$ cat src/rtl/pipe_control.sv
// Pipelined control unit: decodes the ID-stage opcode and carries EX/MEM/WB
// control bits through three pipeline registers, plus a saturating illegal-opcode counter.
module pipe_control #(
  parameter bit          JUMP_EN = 1'b1,
  parameter int unsigned CNT_W   = 8
) (
  input  logic             clk_i,
  input  logic             rst_i,
  input  logic [5:0]       Op_i,
  input  logic             valid_i,
  input  logic             stall_i,
  input  logic             flush_i,
  output logic             Jump_o,
  output logic             RegDst_o,
  output logic             ALUSrc_o,
  output logic [1:0]       ALUOp_o,
  output logic             Branch_o,
  output logic             MemRead_o,
  output logic             MemWrite_o,
  output logic             RegWrite_o,
  output logic             MemtoReg_o,
  output logic [CNT_W-1:0] illegal_cnt_o
);

  localparam int unsigned OP_W    = 6;
  localparam int unsigned ALUOP_W = 2;

  localparam logic [OP_W-1:0] OP_RTYPE = 6'b000000;
  localparam logic [OP_W-1:0] OP_ADDI  = 6'b001000;
  localparam logic [OP_W-1:0] OP_LW    = 6'b100011;
  localparam logic [OP_W-1:0] OP_SW    = 6'b101011;
  localparam logic [OP_W-1:0] OP_BEQ   = 6'b000100;
  localparam logic [OP_W-1:0] OP_J     = 6'b000010;

  localparam logic [CNT_W-1:0] CNT_MAX = '1;

  typedef struct packed {
    logic               regDst;
    logic               aluSrc;
    logic [ALUOP_W-1:0] aluOp;
    logic               branch;
    logic               memRead;
    logic               memWrite;
    logic               regWrite;
    logic               memtoReg;
  } ctrl_t;

  typedef struct packed {
    logic branch;
    logic memRead;
    logic memWrite;
    logic regWrite;
    logic memtoReg;
  } memCtrl_t;

  typedef struct packed {
    logic regWrite;
    logic memtoReg;
  } wbCtrl_t;

  ctrl_t             decCtrl;
  logic              decIllegal;
  logic              decJump;
  logic              accept;
  ctrl_t             idEx;
  memCtrl_t          exMem;
  wbCtrl_t           memWb;
  logic [CNT_W-1:0]  illegalCnt;

  // ID-stage decode; j carries no pipelined controls, only the combinational jump
  always_comb begin
    decCtrl    = '0;
    decIllegal = 1'b0;
    decJump    = 1'b0;
    case (Op_i)
      OP_RTYPE: begin
        decCtrl.regDst   = 1'b1;
        decCtrl.aluOp    = 2'b10;
        decCtrl.regWrite = 1'b1;
      end
      OP_ADDI: begin
        decCtrl.aluSrc   = 1'b1;
        decCtrl.aluOp    = 2'b11;
        decCtrl.regWrite = 1'b1;
      end
      OP_LW: begin
        decCtrl.aluSrc   = 1'b1;
        decCtrl.memRead  = 1'b1;
        decCtrl.memtoReg = 1'b1;
        decCtrl.regWrite = 1'b1;
      end
      OP_SW: begin
        decCtrl.aluSrc   = 1'b1;
        decCtrl.memWrite = 1'b1;
      end
      OP_BEQ: begin
        decCtrl.aluOp  = 2'b01;
        decCtrl.branch = 1'b1;
      end
      OP_J: begin
        if (JUMP_EN) decJump    = 1'b1;
        else         decIllegal = 1'b1;
      end
      default: decIllegal = 1'b1;
    endcase
  end

  assign Jump_o = valid_i & decJump;
  assign accept = valid_i & ~stall_i & ~flush_i;

  // Pipeline registers; flush squashes ID/EX and EX/MEM but never MEM/WB
  always_ff @(posedge clk_i or negedge rst_i) begin
    if (!rst_i) begin
      idEx  <= '0;
      exMem <= '0;
      memWb <= '0;
    end else begin
      idEx  <= accept ? decCtrl : '0;
      exMem <= flush_i ? '0 : '{branch:   idEx.branch,
                                memRead:  idEx.memRead,
                                memWrite: idEx.memWrite,
                                regWrite: idEx.regWrite,
                                memtoReg: idEx.memtoReg};
      memWb <= '{regWrite: exMem.regWrite, memtoReg: exMem.memtoReg};
    end
  end

  // Saturating count of illegal opcodes that actually leave ID
  always_ff @(posedge clk_i or negedge rst_i) begin
    if (!rst_i) begin
      illegalCnt <= '0;
    end else if (accept && decIllegal && (illegalCnt != CNT_MAX)) begin
      illegalCnt <= illegalCnt + CNT_W'(1);
    end
  end

  assign RegDst_o      = idEx.regDst;
  assign ALUSrc_o      = idEx.aluSrc;
  assign ALUOp_o       = idEx.aluOp;
  assign Branch_o      = exMem.branch;
  assign MemRead_o     = exMem.memRead;
  assign MemWrite_o    = exMem.memWrite;
  assign RegWrite_o    = memWb.regWrite;
  assign MemtoReg_o    = memWb.memtoReg;
  assign illegal_cnt_o = illegalCnt;

endmodule

$ cat config.mk
export PLATFORM = sky130hd
export DESIGN_NAME = pipe_control
export DESIGN_NICKNAME = d
export VERILOG_FILES = /design/src/rtl/pipe_control.sv
export SDC_FILE = /design/constraint.sdc
export NUM_CORES = 1
export LEC_CHECK = 0
export ABC_CLOCK_PERIOD_IN_PS = 1900
export BUFFER_PORTS_ARGS = -buffer_cell sky130_fd_sc_hd__buf_2
export CAP_MARGIN = 10
export CORE_MARGIN = 2
export CORE_UTILIZATION = 39
export DETAILED_ROUTE_END_ITERATION = 6
export GPL_ROUTABILITY_DRIVEN = 0
export GPL_TIMING_DRIVEN = 0
export MAX_ROUTING_LAYER = met4
export PLACE_DENSITY = 0.73
export SYNTH_ARGS = -nofsm -noshare
export SYNTH_HDL_FRONTEND = slang
export SYNTH_SLANG_ARGS = --single-unit
$ cat constraint.sdc
create_clock -name clk_i -period 1.9 [get_ports clk_i]
set_input_delay 0.095 -clock clk_i [delete_from_list [all_inputs] [get_ports clk_i]]
set_output_delay 0.095 -clock clk_i [all_outputs]
set_load 0.05 [all_outputs]
# Yosys cells after proc, flatten, opt, wreduce, memory -nomap -nowiden
# Cells that the tools add are included.
[totals]
register_bits = 24
inputBits = 11
out_inout_bits = 18
[classes]
n_addsub = 1
n_eq_ne = 6
n_mux = 11
bitwise = 5
n_reduce_logical = 6
[op_table]
columns = ["op", "count"]
rows = [
  ["$eq 6x6->1 const B", 2],
  ["$mux 9", 1],
  ["$add 8x1->8 const B", 1],
  ["$mux 1", 8],
  ["$ne 8x8->1 const B", 1],
  ["$eq 6x2->1 const B", 1],
  ["$eq 6x3->1 const B", 1],
  ["$eq 6x4->1 const B", 1],
  ["$logic_not 6->1", 1],
  ["$pmux 2 s3", 1],
  ["$reduce_or 3->1", 2],
  ["$reduce_or 6->1", 1],
  ["$mux 5", 1],
  ["$and 1x1->1", 3],
  ["$logic_and 1x1->1", 2],
  ["$not 1->1", 2],
]

# Depth between registers and ports, before layout
# Gate-level depths: netlist of the first run.
[logic_depth]
word_depth = 5
ltp_mapped = 5

# Worst setup path before layout of the first run
# Ideal clock, no wire load.
[synth_path]
kind = "reg-to-reg"
from = "register illegalCnt[3], in the netlist illegal_cnt_o[3]"
to = "register illegalCnt[1], in the netlist illegal_cnt_o[1]"
arrival_ns = 1.575
t_required_ns = 1.775
path_slack_ns = 0.200
stages_incl_launch_ff = 5
path_buffers = 0
cell_sequence = "dfrtp_1 -> and4_1 -> nand4_1 -> nand3_2 -> mux2_4"
[synth_between]
elab_chain_cells = 2
[synth_rtl]
columns = ["item", "line", "source"]
rows = [
  ["start: declaration", "68", "logic [CNT_W-1:0] illegalCnt;"],
  ["start signal: assignment", "133", "illegalCnt <= illegalCnt + CNT_W'(1);"],
  ["$ne 8x8->1", "132", "end else if (accept && decIllegal && (illegalCnt != CNT_MAX)) begin"],
  ["$logic_and 1x1->1", "132", ""],
]
# Every way passes these cells.
# A chain may end at the register's enable or synchronous reset.

# Worst setup path in the final report of the first run
# Same ends and word-level chain as after synthesis.

==> results.json, run 1 <==
{
  "highest_layer": "met4",
  "io_pins": 29,
  "antenna_found_initial": 0,
  "synth_area_per_cell_um2": 12.18,
  "yosysUniqueCellTypes": 29,
  "rsz0062_at_grt": "no",
  "core_um2": 2432,
  "wirelength_um": 1932,
  "finClkSkew_ns": 0.004374,
  "via_count": 762,
  "start_util_pct": 40.07,
  "final_cell_mix": "buf_2 (28), dfrtp_1 (22), nor2_1 (6)",
  "synthesis.nets": 92,
  "ys_seq_area_share_pct": 56.48,
  "clk-insertion-delay-late_ns": 0.31,
  "worstSetupStartpoint": "illegal_cnt_o[3]",
  "wl_met1_um": 782,
  "maxCapViolations": 0,
  "clockBufferDepth": 2,
  "dpl_worst_slack_ns": 0.3398,
  "ys_seq_elements": 22,
  "grt_pass1_vias": 693,
  "clock_sinks": 22,
  "max_freq_mhz": 650.6,
  "drc": 0,
  "final.period_utilization_pct": 80.90,
  "drv_slew": 0,
  "die_w_um": 53.99,
  "dr.first_iter.drc_count": 11,
  "grt.overflow.total": 0,
  "status": "completed",
  "p_leak_nw": 0.6107,
  "relSlewSlack_pct": 67.24,
  "final_util_pct": 50.36,
  "port-buffer-count": 28,
  "hp-class": "in2reg",
  "worst_pin_slew_ns": 0.4877,
  "dpl.hpwl_um": 1443,
  "crit_arrival_ns": 1.75,
  "worstSetupPathType": "reg2reg",
  "netlist_area_um2": 974.7,
  "track_usage_pct": 14.67,
  "drtAntennaViolNets": 0,
  "nets": 127,
  "ctsHtreeMaxLevel": 1,
  "area.growth.synth_to_final_pct": 25.67,
  "ir_drop_mv": 0.6193,
  "final_layout_size_suffix_gt1_share_pct": 39.47,
  "first_pass_iters": 4,
  "ys_warn_count": 0,
  "syn-instance-count": 80,
  "powerDensity_nw_per_um2": 1075,
  "r2r-start": "illegal_cnt_o[3]",
  "worst_slack_ns": 0.3630,
  "async_flop_share_pct": 100.0,
  "grt_max_degree": 23,
  "grt_first_pass_wirelength_um": 2932,
  "cts_buffers": 3,
  "synth_ff_type": "dfrtp_1",
  "required_ns": 2.11,
  "end_kind": "flop",
  "viasPerCell": 5.292,
  "wl_met3_um": 117,
  "path_clk_slew_ns": 0.12,
  "wl_per_cell_um": 13.42,
  "holdCritStartpoint": "Op_i[3]",
  "die_h_um": 53.99,
  "insertedDiodeCount": 0,
  "setup_violations": 0,
  "dieArea_um2": 2915,
  "num_rows": 18,
  "cts_resized": 0,
  "tritoncts": "done",
  "hold_violations": 0,
  "fin_crit_ns": 1.537,
  "ctsRootBufferMaster": "clkbuf_4",
  "final_common_cell": "buf_2",
  "synth-edff-count": 0,
  "final.setup.tns_ns": 0,
  "met2RoutedLength_um": 980,
  "critPathLaunchType": "flop",
  "path_max_fanout": 6
}
area by class of cell:
cell class	instances	area [um2]
multi-input combinational	54	401.6
buffer	3	18.77
tap	30	37.54
timing repair buffer	30	160.2
inverter	1	3.754
sequential	22	550.5
clock inverter	1	30.03
clock buffer	3	22.52
fill	238	1207
registers in the layout, indices dropped and copies added, names as in the netlist:
| name | count |
|---|---|
| illegal_cnt_o | 8 |
| idEx | 4 |
| ALUOp_o | 2 |
| ALUSrc_o | 1 |
| Branch_o | 1 |
| MemRead_o | 1 |
| MemWrite_o | 1 |
| MemtoReg_o | 1 |
| RegDst_o | 1 |
| RegWrite_o | 1 |
| exMem | 1 |
stage by stage:
| stage | hold slack, ns | cell area [um2] | instances | power, mW |
|---|---|---|---|---|
| after floorplan | -0.2006 | 974.7 | 80 | 0.8557 |
| after global placement | 0.06907 | 1152 | 138 | 0.9544 |
| after detailed placement | 0.08446 | 1152 | 138 | 0.9666 |
| after CTS | 0.006332 | 1225 | 144 | 1.327 |
| after global routing | 0.01289 | 1225 | 144 | 1.375 |
| final | 0.01169 | 1225 | 144 | 1.317 |
path summary, 6_finish.rpt:
check / to / slack [ns] / cells after the start
max in group asynchronous: ALUSrc_o / 1.32 / 2
worst max-delay path: illegal_cnt_o[1] / 0.36 / 4
worst min register to register: RegWrite_o / 0.37 / 0
min in group asynchronous: RegWrite_o / 0.25 / 2
worst min-delay path: RegDst_o / 0.01 / 2
worst max register to register: illegal_cnt_o[1] / 0.36 / 4
Yosys cell counts, types with 3 or more instances:
| library cell | count | area share, % |
|---|---|---|
| nor2_1 | 6 | 2.3 |
| and2b_2 | 4 | 3.6 |
| dfrtp_1 | 22 | 56 |
| nand4_1 | 3 | 1.9 |
| xnor2_1 | 5 | 4.5 |
| nand2_1 | 4 | 1.5 |
| nand3_1 | 4 | 2.1 |
timing repair:
action / in CTS / in global routing
buffers inserted: 0 / 0
endpoints found under the hold margin: 23 / 0
hold buffers: 2 / 0
per-layer routing:
layer / vias to the layer above / global-route usage (%)
met2: 23 / 25.20
met4: 0 / 7.917
met1: 375 / 16.26
met5: - / -
met3: 5 / 2.222
li1: 359 / -
power by group:
group	internal [mW]	leakage [nW]	switching (mW)
Clock	0.213	0.0279	0.146
Combinational	0.114	0.283	0.265
Sequential	0.516	0.299	0.0631
logic make-up (layout without fill, tap and decap cells):
kind of cell	count (synthesis)	after routing	synth area share (%)
XOR/XNOR	5	5	4.493
AO/OA/AOI/OAI	8	8	7.447
multiplexers	2	2	3.081
adder cells (fa/ha/maj)	1	1	1.283
flip-flops	22	22	56.48
buffers and inverters	4	38	2.309
AND/OR/NAND/NOR	38	38	24.90
worst max-delay path, stage by stage, from the launching register on:
cell	delay, ns
dfrtp_1	0.46
and4_1	0.26
nand4_1	0.22
nand3_2	0.19
mux2_4	0.31
(Power assumes the default switching activity.)
==> run 2, diff against run 1 <==
- ABC_AREA: default -> 1
- ABC_CLOCK_PERIOD_IN_PS: 1900 -> 1380
- PLACE_DENSITY: 0.73 -> 0.75
- clock period: 1.9 -> 1.38 ns (I/O delays scaled with it)
==> run 2 against run 1 <==
  * Sequential share of layout area fell by 5.1 points
  * Maximum frequency grew 19%
  * Design area up 14%
  * Clock skew down 0.0029 ns
  * Worst setup slack lost 0.27 ns
  * Highest routed layer unchanged
  * Routed wire length up 2.8%
  * Combinational power increased by 12%
  * First-iteration DRC count up 82%
  * Sequential power up 35%
  * Register-to-register slack got worse by 0.27 ns
  * Critical path depth increased by 3
  * Die area up 9.3%
==> results.json, run 2 <==
{
  "worstSetupPathType": "reg2reg",
  "die_w_um": 56.44,
  "clockBufferDepth": 2,
  "fin_hold_ws_ns": 0.009538,
  "synth_top_family_by_area": "simple AND/OR/NAND/NOR gates",
  "track_usage_pct": 13.81,
  "required_ns": 1.61,
  "syn-instance-count": 123,
  "final_util_pct": 52.17,
  "grt_first_pass_wirelength_um": 3381,
  "synth_area_per_cell_um2": 8.718,
  "insertedDiodeCount": 0,
  "final_layout_size_suffix_gt1_share_pct": 35.80,
  "fin_crit_ns": 1.288,
  "io_pins": 29,
  "grt_pass1_vias": 827,
  "wirelength_um": 1986,
  "ys_warn_count": 0,
  "area.growth.synth_to_final_pct": 30.69,
  "status": "completed",
  "worst_pin_slew_ns": 0.4707,
  "cts_buffers": 3,
  "ctsRootBufferMaster": "clkbuf_4",
  "num_rows": 19,
  "worstSetupStartpoint": "illegal_cnt_o[0]",
  "drc": 0,
  "async_flop_share_pct": 100.0,
  "clk-insertion-delay-late_ns": 0.32,
  "dpl.hpwl_um": 1516,
  "maxCapViolations": 0,
  "final.setup.tns_ns": 0,
  "largest_register_ff_count": 8,
  "ctsHtreeMaxLevel": 1,
  "max_freq_mhz": 776.2,
  "hp-class": "in2reg",
  "final_common_cell": "buf_2",
  "path_clk_slew_ns": 0.12,
  "synth_ff_type": "dfrtp_1",
  "core_um2": 2686,
  "crit_arrival_ns": 1.51,
  "path_max_fanout": 8,
  "nets": 175,
  "synth-edff-count": 0,
  "dr.first_iter.drc_count": 20,
  "drtAntennaViolNets": 0,
  "synth_common_cells": "nand2_1 (27), dfrtp_1 (22), inv_1 (17), nor2_1 (17), nand3_1 (14)",
  "netlist_area_um2": 1072,
  "grt_max_degree": 23,
  "synth_most_common_cell": "nand2_1",
  "antenna_found_initial": 0,
  "final-instance-count-excl-fill": 193,
  "yosysTopAreaCell": "dfrtp_1",
  "synth_mux_area_share_pct": 0,
  "critPathLaunchType": "flop",
  "ir_drop_mv": 0.7723,
  "tritoncts": "done",
  "p_total_mw": 1.698,
  "synth_compound_area_share_pct": 1.284,
  "synthAdderAreaFrac_pct": 1.167,
  "netlist.area_leader.share_pct": 51.34,
  "clock_sinks": 22,
  "r2r-start": "illegal_cnt_o[0]",
  "ys_seq_elements": 22,
  "yosys.area_share.simple_pct": 33.72,
  "yosys.area_share.xor_xnor_pct": 4.084,
  "via_count": 874,
  "grt.overflow.total": 0,
  "synthesis.nets": 135,
  "dieArea_um2": 3185,
  "end_kind": "flop",
  "wl_per_cell_um": 10.29,
  "port-buffer-count": 28,
  "placed_cells_incl_taps": 182,
  "setup_violations": 0,
  "final.period_utilization_pct": 93.36,
  "viasPerCell": 4.528,
  "holdCritStartpoint": "Op_i[3]",
  "p_leak_nw": 0.7757,
  "hold_violations": 0,
  "ys_top_cells_by_area": "dfrtp_1 (51%), nand2_1 (9.5%), nand3_1 (6.5%)",
  "finClkSkew_ns": 0.001475,
  "final_cell_mix": "buf_2 (28), nand2_1 (27), inv_1 (17)",
  "yosysUniqueCellTypes": 21,
  "first_pass_iters": 4,
  "die_h_um": 56.44,
  "relSlewSlack_pct": 68.62,
  "ys_seq_area_share_pct": 51.34,
  "start_util_pct": 39.92,
  "powerDensity_nw_per_um2": 1212,
  "drv_slew": 0
}
## run 2: layer usage
layer  GRT usage, %  wire (um)  up-vias
met5              -          0        -
met4          9.864         59        0
met3         0.6912         76        5
met2          22.43       1020       21
met1          16.32        830      397
li1               -          -      451
## run 2: area by class of cell
type                            count  area [um2]
Clock buffer                        3       22.52
Multi-Input combinational cell     79       451.7
Sequential cell                    22       558.0
Inverter                           20       75.07
Fill cell                         241        1285
Clock inverter                      1       30.03
Buffer                              2       15.01
Tap cell                           31       38.79
Timing Repair Buffer               35       210.2
## run 2: timing repair
item | in CTS | in global routing
setup buffers | 0 | 0
hold endpoints to repair | 25 | 0
hold buffers | 7 | 0
setup endpoints to repair | 0 | 7
resized for setup | 0 | 1
## run 2: cell families (layout without fill, tap and decap cells)
logic type,Yosys count,in the layout
AOI/OAI and AO/OA,2,2
xor gates and xnor gates,5,5
adders and majority gates,1,1
buffers and inverters,22,61
DFF,22,22
and+or+nand+nor,71,71
## run 2: metrics by stage
step / instance area (um2) / worst slack, ns
finish: 1401 / 0.09159
global route: 1401 / -0.002119
CTS: 1396 / 0.01165
detailed placement: 1274 / 0.03126
global placement: 1274 / 0.06814
floorplan: 1095 / 0.01999
## run 2: path summary, 6_finish.rpt
check	end	slack [ns]	depth (start not counted)
setup / recovery	illegal_cnt_o[5]	0.09	7
hold / removal	idEx[2]	0.01	3
setup reg to reg	illegal_cnt_o[5]	0.09	7
hold reg to reg	RegWrite_o	0.36	0
max in group asynchronous	illegal_cnt_o[1]	0.82	2
min in group asynchronous	illegal_cnt_o[3]	0.22	2
## run 2: where the power goes
group          internal (mW)  switching [mW]  leakage, nW  total (mW)
Clock                  0.294           0.200       0.0279       0.494
Combinational          0.129           0.297        0.454       0.426
Sequential             0.702          0.0774        0.294       0.779
## run 2: critical path: stages (launching register included)
cell and delay [ns]:
dfrtp_2 0.47, ha_4 0.18, nand3_2 0.09, nor2_2 0.05, inv_2 0.14, nand3_4 0.13, nand2_1 0.08, nand2_1 0.05
==> run 3, diff against run 2 <==
==> constraint.sdc (replaced) <==
create_clock -name clk_i -period 1.38 [get_ports clk_i]
set_input_delay 0.069 -clock clk_i [delete_from_list [all_inputs] [get_ports clk_i]]
set_output_delay 0.069 -clock clk_i [all_outputs]
set_load 0.02 [all_outputs]
==> run 3 against run 2 <==
  * Sequential share of layout area up 0.56 points
  * Clock skew up 0.0013 ns
  * Hold slack about the same
  * Worst setup slack worse by 0.014 ns
  * Combinational power down 18%
  * Clock-buffer cell count up 1
  * Sequential cell count unchanged
  * Highest routed layer unchanged
==> results.json, run 3 (synthesized netlist as in run 2, its figures left out) <==
{
  "dieArea_um2": 3185,
  "p_total_mw": 1.452,
  "antenna_found_initial": 0,
  "p_seq_share_pct": 51.7,
  "drv_slew": 0,
  "largest_register_ff_count": 8,
  "cp_top_family": "simple AND/OR/NAND/NOR gates",
  "worstSetupPathType": "reg2reg",
  "grt_pass1_vias": 842,
  "port-buffer-count": 28,
  "powerDensity_nw_per_um2": 1063,
  "p_leak_nw": 0.7725,
  "setup_violations": 0,
  "final_cell_mix": "buf_2 (28), nand2_1 (27), dfrtp_1 (21)",
  "max_freq_mhz": 767.7,
  "num_rows": 19,
  "final_layout_size_suffix_gt1_share_pct": 35.40,
  "use_met3_pct": 0.9217,
  "nets": 174,
  "ctsHtreeMaxLevel": 1,
  "via_count": 910,
  "start_util_pct": 39.92,
  "crit_arrival_ns": 1.56,
  "relSlewSlack_pct": 68.43,
  "track_usage_pct": 14.29,
  "placed_cells_incl_taps": 182,
  "fin_area_um2": 1366,
  "first_pass_iters": 4,
  "worst_pin_slew_ns": 0.4736,
  "endpoint": "illegal_cnt_o[2]",
  "busiest_layer": "met2",
  "final.setup.tns_ns": 0,
  "die_w_um": 56.44,
  "p_sw_share_pct": 31.55,
  "grt.overflow.total": 0,
  "rsz0062_at_grt": "no",
  "wl_per_cell_um": 10.84,
  "grt_max_degree": 23,
  "drc": 0,
  "finClkSkew_ns": 0.002794,
  "crit_chain": "ha_2, nand3_2, nor2_4, inv_4, nand3_4, nand2_1, nand2_1",
  "power_frac_comb_pct": 24.0,
  "dpl.hpwl_um": 1495,
  "end_kind": "flop",
  "dr.first_iter.drc_count": 20,
  "hp-class": "in2reg",
  "p_sw_mw": 0.4581,
  "required_ns": 1.64,
  "crit_top_cell": "nand2_1",
  "worstSetupStartpoint": "illegal_cnt_o[1]",
  "ctsRootBufferMaster": "clkbuf_4",
  "fin_hold_ws_ns": 0.009115,
  "die_h_um": 56.44,
  "io_pins": 29,
  "wirelength_um": 2082,
  "area.growth.synth_to_final_pct": 27.42,
  "use_met2_pct": 24.58,
  "clk-insertion-delay-late_ns": 0.31,
  "cts_buffers": 3,
  "path_buf_inv": 1,
  "p_clk_share_pct": 24.2,
  "worst-r2r-cell-count": 7,
  "tritoncts": "done",
  "status": "completed",
  "dpl-instance-area_um2": 1251,
  "grt_first_pass_wirelength_um": 3491,
  "viasPerCell": 4.740,
  "insertedDiodeCount": 0,
  "r2r-start": "illegal_cnt_o[1]",
  "clock_sinks": 22,
  "r2r_end": "illegal_cnt_o[2]",
  "use_met1_pct": 16.84,
  "fin_crit_ns": 1.303,
  "path_clk_slew_ns": 0.13,
  "intPower_mw": 0.9937,
  "ir_drop_mv": 0.8795,
  "clockBufferDepth": 2,
  "whs_path_depth": 2,
  "critPathLaunchType": "flop",
  "drtAntennaViolNets": 0,
  "cp_slowest_cell": "dfrtp_1",
  "crit_cells": 7,
  "critical_path.max_stage_delay_ns": 0.39,
  "rrSetupSlack_ns": 0.08,
  "core_um2": 2686,
  "dpl_worst_slack_ns": -0.05896,
  "final-instance-count-excl-fill": 192,
  "final_util_pct": 50.86,
  "final_common_cell": "buf_2",
  "holdCritStartpoint": "flush_i",
  "worst_slack_ns": 0.07744,
  "hold_violations": 0,
  "final.period_utilization_pct": 94.39,
  "maxCapViolations": 0,
  "path_max_fanout": 8
}
## run 3: cell types whose count changed in the layout (fill, tap and decap cells not counted), sizes merged
cell         before  now
dlygate4sd3       7    4
buf              30   32
bufinv            1    0
clkbuf            3    4
## run 3: timing repair
action / CTS / global route
cloned: 0 / 0
buffers inserted: 2 / 0
endpoints found under the hold margin: 24 / 0
setup endpoints to repair: 7 / 9
hold buffers: 4 / 0
pin swaps: 0 / 1
gates resized for setup: 1 / 7
## run 3: metal layers
metal	wire [um]	vias to the layer above
li1	-	450
met1	843	436
met2	1132	22
met3	80	2
met4	25	0
met5	0	-
## run 3: power groups by stage
stage / sequential [mW] / combinational, mW / clock (mW)
6_report: 0.751 / 0.349 / 0.352
5_1_grt: 0.757 / 0.381 / 0.382
4_1_cts: 0.747 / 0.344 / 0.358
3_5_place_dp: 0.770 / 0.288 / 0
3_3_place_gp: 0.764 / 0.277 / 0
2_1_floorplan: 0.818 / 0.122 / 0
## run 3: worst register-to-register path: stages, from the launching register on
cell     delay [ns]
dfrtp_1        0.39
ha_2           0.21
nand3_2        0.13
nor2_4         0.19
inv_4          0.08
nand3_4        0.12
nand2_1        0.07
nand2_1        0.06
## run 3: layout make-up
type / instances / area [um2]
Sequential cell: 22 / 551.8
Clock buffer: 4 / 36.28
Buffer: 2 / 15.01
Tap cell: 31 / 38.79
Timing Repair Buffer: 34 / 195.2
Fill cell: 260 / 1320
Multi-Input combinational cell: 79 / 451.7
Inverter: 20 / 77.57
## run 3: worst min path at each step
stage                                   to
after floorplan                 ALUOp_o[0]
after global placement    illegal_cnt_o[4]
after detailed placement  illegal_cnt_o[6]
after CTS                         exMem[1]
after global routing            MemWrite_o
final                             exMem[1]
